$ cat src/rtl/lsp_root_bisect.sv
// Fixed-count sign-magnitude bisection of one LSP root bracket.
// Each midpoint is handed to the shared Chebyshev evaluator and bracketed on the sign of the result.
module lsp_root_bisect #(
    parameter int N    = 32,
    parameter int Q    = 16,
    parameter int ITER = 4
) (
    input  logic         clk,
    input  logic         rst,
    input  logic         startbs,
    input  logic [N-1:0] xl,
    input  logic [N-1:0] xr,
    input  logic [N-1:0] psuml,
    input  logic [N-1:0] sum_in,
    input  logic         donecp,
    output logic         startcp,
    output logic [N-1:0] x_eval,
    output logic [N-1:0] root,
    output logic [N-1:0] psum_out,
    output logic         busy,
    output logic         donebs
);

    if (ITER < 1 || ITER > 15 || Q >= N) begin : g_param_err
        $error("lsp_root_bisect: ITER must be 1..15 and Q < N");
    end

    typedef enum logic [2:0] {
        S_IDLE,
        S_LOAD,
        S_MID,
        S_START,
        S_WAIT,
        S_UPDATE,
        S_DONE
    } state_t;

    state_t       r_state;
    logic [N-1:0] r_xl;
    logic [N-1:0] r_xr;
    logic [N-1:0] r_psuml;
    logic [N-1:0] r_psumm;
    logic [3:0]   r_k;

    logic [N-1:0] w_xm;
    logic [3:0]   w_k_next;
    logic         w_same;

    // Magnitudes are widened to N bits so a sum that carries past bit N-2 survives the halving.
    function automatic logic [N-1:0] sm_mid(input logic [N-1:0] a, input logic [N-1:0] b);
        logic [N-1:0] ma;
        logic [N-1:0] mb;
        logic [N-1:0] mag;
        logic         s;
        ma = {1'b0, a[N-2:0]};
        mb = {1'b0, b[N-2:0]};
        if (a[N-1] == b[N-1]) begin
            mag = (ma + mb) >> 1;
            s   = a[N-1];
        end else if (ma >= mb) begin
            mag = (ma - mb) >> 1;
            s   = a[N-1];
        end else begin
            mag = (mb - ma) >> 1;
            s   = b[N-1];
        end
        if (mag == '0) s = 1'b0;
        return mag | {s, {(N-1){1'b0}}};
    endfunction

    // A zero on either side (including negative zero) never counts as "same sign".
    function automatic logic sm_same_sign(input logic [N-1:0] a, input logic [N-1:0] b);
        return (a[N-2:0] != '0) && (b[N-2:0] != '0) && (a[N-1] == b[N-1]);
    endfunction

    assign w_xm     = sm_mid(r_xl, r_xr);
    assign w_k_next = r_k + 4'd1;
    assign w_same   = sm_same_sign(r_psumm, r_psuml);

    // x_eval carries the current midpoint through UPDATE and DONE, after the bracket has moved.
    always_ff @(posedge clk) begin
        if (rst) begin
            r_state  <= S_IDLE;
            startcp  <= 1'b0;
            x_eval   <= '0;
            root     <= '0;
            psum_out <= '0;
            busy     <= 1'b0;
            donebs   <= 1'b0;
            r_k      <= '0;
        end else begin
            startcp <= 1'b0;
            donebs  <= 1'b0;
            case (r_state)
                S_IDLE: begin
                    if (startbs) r_state <= S_LOAD;
                end
                S_LOAD: begin
                    r_xl    <= xl;
                    r_xr    <= xr;
                    r_psuml <= psuml;
                    r_k     <= '0;
                    busy    <= 1'b1;
                    r_state <= S_MID;
                end
                S_MID: begin
                    x_eval  <= w_xm;
                    startcp <= 1'b1;
                    r_state <= S_START;
                end
                S_START: begin
                    r_state <= S_WAIT;
                end
                S_WAIT: begin
                    if (donecp) begin
                        r_psumm <= sum_in;
                        r_state <= S_UPDATE;
                    end
                end
                S_UPDATE: begin
                    if (w_same) begin
                        r_psuml <= r_psumm;
                        r_xl    <= x_eval;
                    end else begin
                        r_xr <= x_eval;
                    end
                    r_k     <= w_k_next;
                    r_state <= (w_k_next == 4'(ITER)) ? S_DONE : S_MID;
                end
                S_DONE: begin
                    root     <= x_eval;
                    psum_out <= r_psumm;
                    donebs   <= 1'b1;
                    busy     <= 1'b0;
                    r_state  <= S_IDLE;
                end
                default: r_state <= S_IDLE;
            endcase
        end
    end

endmodule

$ cat config.mk
export PLATFORM = sky130hd
export DESIGN_NAME = lsp_root_bisect
export DESIGN_NICKNAME = d
export VERILOG_FILES = /design/src/rtl/lsp_root_bisect.sv
export SDC_FILE = /design/constraint.sdc
export NUM_CORES = 1
export LEC_CHECK = 0
export BUFFER_PORTS_ARGS = -buffer_cell sky130_fd_sc_hd__buf_2
export CORE_MARGIN = 3
export CORE_UTILIZATION = 49
export DETAILED_ROUTE_END_ITERATION = 6
export PLACE_DENSITY = 0.71
export SLEW_MARGIN = 10
export SYNTH_ARGS = -nofsm -noshare
export SYNTH_HDL_FRONTEND = slang
export SYNTH_SLANG_ARGS = --single-unit
export TNS_END_PERCENT = 100
$ cat constraint.sdc
create_clock -name clk -period 14.3 [get_ports clk]
set_clock_uncertainty 0.05 [all_clocks]
set_input_delay 2.145 -clock clk [delete_from_list [all_inputs] [get_ports clk]]
set_output_delay 2.145 -clock clk [all_outputs]
set_load 0.005 [all_outputs]
# --- After elaboration in Yosys (flattened, before gate mapping) ---
# Index checks and enable logic that the tools add are counted.
word_totals:
  n_memories: 0
  elab_cells: 63
  regBits: 234
  mem_bits_ro: 0
  mem_bits_rw: 0
  inputBits: 132
  out_inout_bits: 99
  latchBits: 0
op_classes:
  order_cmp: 1
  shifts: 0
  multipliers: 0
  add_sub_neg: 4
  n_eq_ne: 13
  reduce_logical: 12
  mux: 19
  bitwise: 2
  div: 0
op_table:
  columns: ["op", "count"]
  rows:
  - ["case mux 32 bit (2 select lines)", 3]
  - ["2-to-1 mux 32 bit", 4]
  - ["subtractor 31 x 31 -> 32 bit", 2]
  - ["nonzero test 31 bit", 2]
  - ["adder 31 x 31 -> 32 bit", 1]
  - ["zero test 32 bit", 1]
  - ["OR 32 bit", 1]
  - [">= comparator 31 bit", 1]
  - ["2-to-1 mux 31 bit", 1]
  - ["case mux 3 bit (6 select lines)", 1]
  - ["== test 3 bit, second input constant", 3]
  - ["2-to-1 mux 3 bit", 3]
  - ["AND reduction 3 bit", 3]
  - ["inequality test 2 bit, second input constant", 4]
  - ["case mux 4 bit (2 select lines)", 1]
  - ["== test 3 x 2 -> 1 bit, second input constant", 2]
  - ["2-to-1 mux 1 bit", 5]
  - ["adder 4 x 1 -> 4 bit, second input constant", 1]
  - ["== test 4 x 3 -> 1 bit, second input constant", 1]
  - ["nonzero test 2 bit", 2]
  - ["== test 3 x 1 -> 1 bit, second input constant", 1]
  - ["zero test 3 bit", 1]
  - ["== test 1 bit", 2]
  - ["logical AND 1 bit", 2]
  - ["3 further kinds", 3]

# --- Longest topological paths before layout ---
# Gate-level depths: netlist of run 1.
logic_depth:
  depth_word: 6
  depth_mapped: 18
  mapped_depth_nobuf: 16

# --- Worst setup path before layout of run 1 ---
# Ideal clock, no wire load.
synth_path:
  path_type: "input-to-reg"
  from: "in rst"
  to: "reg r_psuml[0] (enable)"
  cell_stages: 3
  arrival_ns: 6.939
  setup_slack_ns: 6.747
  t_required_ns: 13.686
  setup_time_ns: 0.564
  n_path_buf: 2
  cell_sequence: "clkbuf_1 -> buf_1 -> nor3_1"
synth_via:
  elab_chain_cells: 2
synth_lines:
  columns: ["item", "line_no", "source"]
  rows:
  - ["from (decl)", "9", "input logic rst,"]
  - ["NOT 1 bit (no source line)", null, null]
  - ["AND reduction 3 bit (no source line)", null, null]
  - ["to (signal assigned)", "101", "r_psuml <= psuml;"]
  - ["to (signal assigned)", "122", "r_psuml <= r_psumm;"]
  - ["to (decl)", "41", "logic [N-1:0] r_psuml;"]
# No other way between the ends.
# A chain may end at the register's enable or synchronous reset.

# --- Worst setup path after layout of run 1 ---
layout_path:
  from: "reg r_xl[9]"
  to: "reg x_eval[31]"
layout_via:
  elab_chain_cells: 6
  word_cells_on_any_way: 11
  classes_between: "add/sub: 3; order compare: 1; mux: 5; bitwise: 1; reduce/logical: 1"
layout_lines:
  columns: ["item", "line_no", "source"]
  rows:
  - ["from (decl)", "39", "logic [N-1:0] r_xl;"]
  - ["from (signal assigned)", "99", "r_xl <= xl;"]
  - ["from (signal assigned)", "123", "r_xl <= x_eval;"]
  - ["subtractor 31 x 31 -> 32 bit (tied with other cells)", "64", "mag = (mb - ma) >> 1;"]
  - ["2-to-1 mux 31 bit", "60", "end else if (ma >= mb) begin"]
  - ["2-to-1 mux 32 bit", "57", "if (a[N-1] == b[N-1]) begin"]
  - ["zero test 32 bit", "67", "if (mag == '0) s = 1'b0;"]
  - ["2-to-1 mux 1 bit *", "67", null]
  - ["OR 32 bit *", "68", "return mag | {s, {(N-1){1'b0}}};"]
  - ["to (signal assigned)", "107", "x_eval <= w_xm;"]
  - ["to (decl)", "17", "output logic [N-1:0] x_eval,"]
# Every way passes the cells marked *; elsewhere a longest branch is shown, timed or not.

==> impl_metrics.ini, run 1 <==
[outcome]
status = completed

[die]
core_um2 = 27900
die_w_um = 175
fp.dieArea_um2 = 30500
die_h_um = 175
rows = 61
ios = 231
start_util_pct = 50.0

[placement]
port_buffers = 230
place_congestion = 1.03
placed_cell_area_um2 = 15400
dp_hpwl_um = 34100

[cells_and_area]
design_area_um2 = 16200
nets = 2018
final_layout_size_suffix_gt1_share_pct = 17.8
syn_to_final_growth_pct = 16.7
fillCellCount = 2534
layout_common_cells = nand2_1 (346), buf_2 (230), edfxtp_1 (128)
final_common_cell = nand2_1

[worst_hold_path]
min_path_type = flip-flop to flip-flop
hold_path_startpoint = psum_out[27]

[clock_tree]
ctsHoldBuffers = 0
path_clk_slew_ns = 0.07
cts-root-buf = clkbuf_16
cts_resized = 0
cts_max_level = 1
cts_made_buffers = 25
clock_sinks = 234
cts_buffer_depth = 3
clk_latency_ns = 0.55
cts_setup_buffers = 0
cts_tree = done

[synth]
syn_nets = 1834
synth_xor_area_share_pct = 1.38
syn_area_um2 = 13900
synth_mux_area_share_pct = 0.440
synth.avg_cell_area_um2 = 8.67
synthFlopType = edfxtp_1
synthAdderAreaFrac_pct = 8.88
synth_top_cell_by_area = edfxtp_1
synth_edf_count = 128
synth.distinct_cells = 76
ys_warn_count = 0
synth-simple-area-share_pct = 19.7
yosysTopAreaCellShare_pct = 27.6
synth_compound_area_share_pct = 21.6
synth_top_family_by_area = compound AO/OA/AOI/OAI gates
yosysSeqAreaShare_pct = 42.9
ys_async_sr_fraction_pct = 0
synthTopCellsByArea = edfxtp_1 (28%), dfxtp_1 (15%), nand2_1 (9.4%)
ys_seq_elements = 234
netlist_instances = 1605

[timing]
relSlewSlack_pct = 26.2
finalCritPeriodShare_pct = 37.4
tightest_slew_ns = 1.09
max_freq_mhz = 187
post-route-min-period_ns = 5.34
tns_ns = 0
rsz0062_at_grt = false
finalHoldViolCount = 0
final-setup-viol-count = 0
final_max_slew_viol_count = 0

[setup_path]
end_kind = flip-flop
critPathKind = flip-flop to flip-flop
startpoint_type = flip-flop
crit_path_start = r_xl[9]
timing.rr.start = r_xl[9]
cp.required_ns = 14.67
cp_max_fo = 20
critical_path_arrival_ns = 5.71

[power_and_ir_drop]
ir_drop_uv = 102
p_per_area_nw_per_um2 = 104
p_leak_nw = 7.25

[global_routing]
grt_overflow = 0
grt_pass1_wl_um = 70400
grt_pass1_vias = 12374
antenna_found_initial = 6
gr-usage-all-layers_pct = 29.2
grt_max_degree = 99

[flow_run]
drv_cap = 0

[routing]
antenna_left = 0
vias = 13083
avgViaCountPerCell = 5.98
dr.pass1.iters = 6
drc = 0
drt_wl_total_um = 46200
routedWlPerCell_um = 21.1
drtIter0Drc = 1263
synthesized netlist by cell type (6+ instances only):
| cell | n |
|---|---|
| xor2_1 | 7 |
| nor2_1 | 118 |
| o21ai_1 | 7 |
| nor3_1 | 34 |
| and2_1 | 6 |
| a22o_1 | 64 |
| nand2b_1 | 14 |
| o31ai_1 | 18 |
| ha_1 | 94 |
| o21a_1 | 8 |
| a221oi_1 | 7 |
| or3_1 | 8 |
| o21ai_0 | 46 |
| a2111oi_0 | 7 |
| a31oi_1 | 22 |
| nand2_1 | 347 |
| o211ai_1 | 16 |
| dfxtp_1 | 106 |
| inv_1 | 93 |
| nand3_1 | 23 |
| nand4_1 | 20 |
| xnor2_1 | 15 |
| edfxtp_1 | 128 |
| clkbuf_1 | 61 |
| buf_2 | 13 |
| a211oi_1 | 23 |
| nor4_1 | 20 |
| a21oi_1 | 114 |
| a21o_1 | 19 |
| buf_1 | 12 |
| and3_1 | 9 |
| o21bai_1 | 16 |
| nor2b_1 | 11 |
routing by layer:
| layer | GRT usage [%] | routed length [µm] | vias up |
|---|---|---|---|
| li1 | - | - | 6122 |
| met1 | 40.6 | 19900 | 6188 |
| met2 | 45.4 | 20500 | 674 |
| met3 | 6.68 | 4410 | 93 |
| met4 | 9.38 | 1360 | 6 |
| met5 | 0 | 34 | - |
flip-flops by register name, summed over array words and instances, names as in the netlist, 3 cells and up:
register  count
psum_out     32
r_k           4
r_psuml      32
r_psumm      32
r_state       3
r_xl         32
r_xr         32
root         32
x_eval       32
cells by family after synthesis:
logic type,Yosys count
buffers and inverters,183
DFF,234
adders and majority gates,97
and+or+nand+nor,630
xor gates and xnor gates,22
AOI/OAI and AO/OA,433
muxes,6
final timing paths:
check | endpoint | slack [ns] | cells after the start
setup reg to reg | x_eval[31] | 8.96 | 13
hold / removal | psum_out[27] | 0.42 | 1
setup / recovery | x_eval[31] | 8.96 | 13
hold reg to reg | psum_out[27] | 0.42 | 1
stage by stage:
stage | hold slack, ns | total power, mW | setup WS (ns) | cells | utilization [%]
floorplan | 0.399 | 0.926 | 6.75 | 1605 | -
global placement | 0.407 | 1.02 | 9.34 | 2140 | 55.2
detailed placement | 0.409 | 1.02 | 9.14 | 2140 | 55.2
CTS | 0.427 | 1.70 | 9.11 | 2186 | 58.3
global route | 0.448 | 1.76 | 8.71 | 2189 | 58.3
finish | 0.421 | 1.70 | 8.96 | 2189 | 58.3
report_power, final:
part | switching (mW) | internal, mW
registers | 0.0196 | 0.731
logic | 0.171 | 0.0936
clock network | 0.283 | 0.398
total | 0.473 | 1.22
worst max-delay path, stage by stage (launching register included):
cell       delay (ns)
edfxtp_1         0.38
inv_1            0.06
ha_1             0.44
a21oi_1          0.39
o211ai_1         0.21
a31oi_2          0.35
a2111o_1         0.67
nand2_1          0.64
o311a_1          0.53
or3_1            0.37
a2111oi_0        0.67
nand4_1          0.16
nor4_1           0.19
nor3_1           0.08
area by class of cell:
cell class / instances / area [µm²] / share of cell area (%)
antenna: 3 / 7.51 / 0.0462
clock buffer: 27 / 633 / 3.90
clock inverter: 19 / 224 / 1.38
inverter: 95 / 357 / 2.19
multi-input combinational: 1188 / 7320 / 45.1
sequential: 234 / 5970 / 36.7
tap: 378 / 473 / 2.91
timing repair buffer: 245 / 1260 / 7.78
(Power assumes the default switching activity.)
==> inputs of run 2 (changes only) <==
--- a/config.mk
+++ b/config.mk
@@ -9,7 +9,7 @@
 export CORE_MARGIN = 3
 export CORE_UTILIZATION = 49
 export DETAILED_ROUTE_END_ITERATION = 6
-export PLACE_DENSITY = 0.71
+export PLACE_DENSITY = 0.74
 export SLEW_MARGIN = 10
 export SYNTH_ARGS = -nofsm -noshare
 export SYNTH_HDL_FRONTEND = slang
==> constraint.sdc (replaced) <==
create_clock -name clk -period 4.5 [get_ports clk]
set_clock_uncertainty 0.05 [all_clocks]
set_input_delay 0.675 -clock clk [delete_from_list [all_inputs] [get_ports clk]]
set_output_delay 0.675 -clock clk [all_outputs]
set_load 0.005 [all_outputs]
==> impl_metrics.ini, run 2 (synthesis gave the netlist of run 1 again) <==
[routing]
routedWlPerCell_um = 20.9
vias = 13324
antenna_left = 0
drtIter0Drc = 1457
drc = 0
avgViaCountPerCell = 5.94
dr.pass1.iters = 6
drt_wl_total_um = 46900

[cells_and_area]
syn_to_final_growth_pct = 20.4
antenna_cells = 0
final_common_cell = nand2_1
design_area_um2 = 16800
layout_common_cells = nand2_1 (346), buf_2 (230), edfxtp_1 (128)
fin_cells = 2243
fillCellCount = 2475
nets = 2074
multiInputGateArea_um2 = 7390
final_layout_size_suffix_gt1_share_pct = 20.8
final_util_pct = 60.2
seqCellArea_um2 = 5970

[placement]
dp_cells = 2193
post-place-ws_ns = 0.115
placed_cell_area_um2 = 15800
port_buffers = 230
dp_hpwl_um = 35400
place_congestion = 0.970

[global_routing]
grt_pass1_vias = 12749
gr-usage-all-layers_pct = 29.9
grt_overflow = 0
grt_pass1_wl_um = 72300
antenna_found_initial = 0
grt_max_degree = 99

[clock_tree]
cts_made_buffers = 26
cts-root-buf = clkbuf_16
cts_buffer_depth = 3
path_clk_slew_ns = 0.06
clk_latency_ns = 0.56
cts_max_level = 1
cts_tree = done
clock_sinks = 234
ctsHoldBuffers = 0

[power_and_ir_drop]
p_leak_nw = 7.54
ir_drop_uv = 295
power_frac_comb_pct = 16.4
seqPwrFrac_pct = 43.5
switching_share_pct = 27.7
internal_power_mw = 3.96
p_per_area_nw_per_um2 = 327
power.total_mw = 5.48
p_sw_mw = 1.52
power_frac_clock_pct = 40.1

[setup_path]
startpoint_type = flip-flop
critPathKind = flip-flop to flip-flop
timing.rr.start = r_xl[9]
cp_slowest_cell = a2111oi_4
r2r-end = x_eval[31]
end_kind = flip-flop
r2r_slack_ns = 0.25
critPathMaxStageDelay_ns = 0.58
critical_path.most_common_cell = nor3_1
cp_max_fo = 7
rr_worst_depth = 16
cp.required_ns = 4.84
critical_path_arrival_ns = 4.59
crit_path_cell_trace = inv_1 -> ha_1 -> a21oi_1 -> o211ai_1 -> a31oi_4 -> a2111oi_4 -> buf_6 -> nor3_1 -> o32ai_1 -> xnor2_1 -> or4_1 -> nor4_2 -> buf_4 -> nand4_1 -> nor4_1 -> nor3_1

[die]
fp.dieArea_um2 = 30500
die_h_um = 175
die_w_um = 175
rows = 61
ios = 231
core_um2 = 27900
start_util_pct = 50.0

[timing]
finalCritPeriodShare_pct = 94.4
final-setup-viol-count = 0
relSlewSlack_pct = 24.8
max_freq_mhz = 235
final_max_slew_viol_count = 0
fin_hold_ws_ns = 0.243
tns_ns = 0
post-route-min-period_ns = 4.25
finalHoldViolCount = 0
tightest_slew_ns = 1.13
finalWorstSetupSlack_ns = 0.253
rsz0062_at_grt = false

[worst_hold_path]
hold_depth = 1
hold-path-endpoint = r_psumm[25]
hold_path_startpoint = sum_in[25]
min_path_type = primary input to flip-flop

[outcome]
status = completed

[flow_run]
drv_cap = 0
## run 2: repair_timing
item | in CTS | in global routing
endpoints found under the setup margin | 0 | 1
gates resized for setup | 0 | 16
setup buffers | 0 | 2
## run 2: cell type report
cell class,instances,share of cell area [%]
Clock buffer,35,4.51
Sequential cell,234,35.6
Clock inverter,13,0.873
Multi-Input combinational cell,1188,44.1
Timing Repair Buffer,300,10.0
Inverter,95,2.13
Tap cell,378,2.82
## run 2: critical path, delay by kind of cell (launching register included)
kind	cells	cell delay, ns
buffers and inverters	3	0.43
adders and majority gates	1	0.35
and+or+nand+nor	6	1.22
DFF	1	0.41
AOI/OAI and AO/OA	5	1.50
xor gates and xnor gates	1	0.14
## run 2: how the worst max path moves through the flow
| stage | startpoint | end |
|---|---|---|
| final | r_xl[9] | x_eval[31] |
| after global routing | r_xl[9] | x_eval[31] |
| after CTS | r_xr[13] | x_eval[31] |
| after detailed placement | r_xr[13] | x_eval[31] |
| after global placement | r_xr[13] | x_eval[31] |
| after floorplan | rst | r_psuml[0] |
## run 2: power by group through the flow
stage	clock (mW)	sequential (mW)	combinational [mW]
detailed placement	0	2.43	0.861
global route	2.32	2.39	0.976
finish	2.20	2.38	0.897
floorplan	0	2.41	0.534
CTS	2.23	2.38	0.869
global placement	0	2.42	0.865
## run 2: metal layers
layer  share of wire [%]  GRT usage, %
met3                 8.5          5.26
met1                  44          42.5
met2                  45          47.3
met5                   0             0
met4                 2.6          7.81
==> inputs of run 3 (changes only) <==
--- a/config.mk
+++ b/config.mk
@@ -8,8 +8,9 @@
 export BUFFER_PORTS_ARGS = -buffer_cell sky130_fd_sc_hd__buf_2
 export CORE_MARGIN = 3
 export CORE_UTILIZATION = 49
+export CTS_CLUSTER_DIAMETER = 100
 export DETAILED_ROUTE_END_ITERATION = 6
-export PLACE_DENSITY = 0.74
+export PLACE_DENSITY = 0.71
 export SLEW_MARGIN = 10
 export SYNTH_ARGS = -nofsm -noshare
 export SYNTH_HDL_FRONTEND = slang
==> constraint.sdc (replaced) <==
create_clock -name clk -period 4.3 [get_ports clk]
set_clock_uncertainty 0.05 [all_clocks]
set_input_delay 0.645 -clock clk [delete_from_list [all_inputs] [get_ports clk]]
set_output_delay 0.645 -clock clk [all_outputs]
set_load 0.005 [all_outputs]
==> impl_metrics.ini, run 3 (synthesis gave the netlist of run 1 again) <==
[outcome]
status = completed

[clock_tree]
clk_latency_ns = 0.55
cts_buffer_depth = 3
clock_sinks = 234
cts_max_level = 1
cts_tree = done
cts-root-buf = clkbuf_16
path_clk_slew_ns = 0.07
cts_made_buffers = 26

[cells_and_area]
final_common_cell = nand2_1
seqCellArea_um2 = 5970
nets = 2108
layout_common_cells = nand2_1 (345), buf_2 (230), edfxtp_1 (128)
fillCellCount = 2480
multiInputGateArea_um2 = 7460
antenna_cells = 0
syn_to_final_growth_pct = 22.8
final_util_pct = 61.4
final_layout_size_suffix_gt1_share_pct = 22.5

[routing]
antenna_left = 0
avgViaCountPerCell = 5.85
vias = 13331
wl_met3_um = 3990
wl_met1_um = 20000
routedWlPerCell_um = 20.3
drt_wl_total_um = 46300
highest_layer = met4
wl_met2_um = 20900
dr.pass1.iters = 6
drc = 0
drtIter0Drc = 1347

[placement]
dp_hpwl_um = 35400
place_congestion = 1.02
port_buffers = 230

[timing]
final_max_slew_viol_count = 0
post-route-min-period_ns = 4.00
finalHoldViolCount = 0
tightest_slew_ns = 1.08
finalCritPeriodShare_pct = 93.1
relSlewSlack_pct = 27.7
final-setup-viol-count = 0
max_freq_mhz = 250

[setup_path]
timing.rr.start = r_xr[15]
rr_worst_depth = 15
endpoint = x_eval[31]
critPathKind = flip-flop to flip-flop
crit_path_start = r_xr[15]
cp_max_fo = 8
r2r_slack_ns = 0.30
r2r-end = x_eval[31]
cp.required_ns = 4.67
end_kind = flip-flop
startpoint_type = flip-flop
critical_path_arrival_ns = 4.37

[global_routing]
grt_max_degree = 99
grt_overflow = 0
grt_pass1_wl_um = 71400
grt_pass1_vias = 12971
gr-usage-all-layers_pct = 29.4
antenna_found_initial = 0

[die]
start_util_pct = 50.0
fp.dieArea_um2 = 30500
die_h_um = 175
core_um2 = 27900
ios = 231
rows = 61
die_w_um = 175

[power_and_ir_drop]
p_leak_nw = 7.68
p_per_area_nw_per_um2 = 339
power.total_mw = 5.79
ir_drop_uv = 390

[worst_hold_path]
min_path_type = primary input to flip-flop

[flow_run]
drv_cap = 0
[run 3: cell types whose count changed in the layout (fill, tap and decap cells not counted), moves of 3 or more]
cell / before / now
ha_1: 92 / 85
ha_4: 0 / 3
buf_4: 69 / 103
ha_2: 2 / 6
clkbuf_1: 3 / 10
clkinv_2: 6 / 1
[run 3: final cells by class]
class,count,area share (%)
clock inverters,5,0.483
well taps,378,2.77
repair buffers,334,11.4
inverters,95,2.09
multi-input cells,1188,43.6
flip-flops and latches,234,34.9
clock buffers,43,4.79
[run 3: worst min-delay path by stage]
stage / from / to / depth (start not counted)
final: sum_in[18] / r_psumm[18] / 1
after global routing: sum_in[21] / r_psumm[21] / 1
after CTS: sum_in[18] / r_psumm[18] / 1
after detailed placement: psum_out[22] / psum_out[22] / 1
after global placement: psum_out[17] / psum_out[17] / 1
after floorplan: r_k[1] / r_k[1] / 2
[run 3: what timing repair did]
action                     in CTS  in global routing
setup endpoints to repair       0                  4
resized for setup               0                 29
buffers inserted                0                  2
hold buffers                    0                  0
[run 3: critical path: stages, from the launching register on]
cell	delay, ns
edfxtp_1	0.45
ha_2	0.44
inv_1	0.08
nor2_1	0.25
a31oi_4	0.17
a2111oi_4	0.44
buf_4	0.23
nor3_1	0.08
o32ai_2	0.27
xnor2_1	0.14
or4_1	0.50
nor4_2	0.29
buf_4	0.16
nand4_1	0.08
nor4_1	0.18
nor3_1	0.07
[run 3: per-stage QoR]
stage | setup TNS, ns | instances | setup WS, ns | hold slack [ns] | area [µm²]
detailed placement | 0 | 2227 | 0.193 | 0.408 | 16100
global route | -0.0283 | 2277 | -0.0283 | 0.200 | 17100
CTS | 0 | 2275 | 0.173 | 0.199 | 17000
finish | 0 | 2277 | 0.297 | 0.219 | 17100
global placement | 0 | 2227 | 0.288 | 0.407 | 16100
floorplan | 0 | 1605 | 0.204 | 0.399 | 13900
[run 3: where the power goes]
group	total, mW	switching [mW]	internal [mW]
sequential	2.49	0.0613	2.43
combinational	1.00	0.601	0.402
clock	2.29	0.926	1.37
total	5.79	1.59	4.20
[run 3: routing by layer]
layer,vias up,global-route usage [%]
met4,0,8.51
li1,6295,-
met3,91,5.16
met2,654,47.1
met5,-,0
met1,6291,41.0
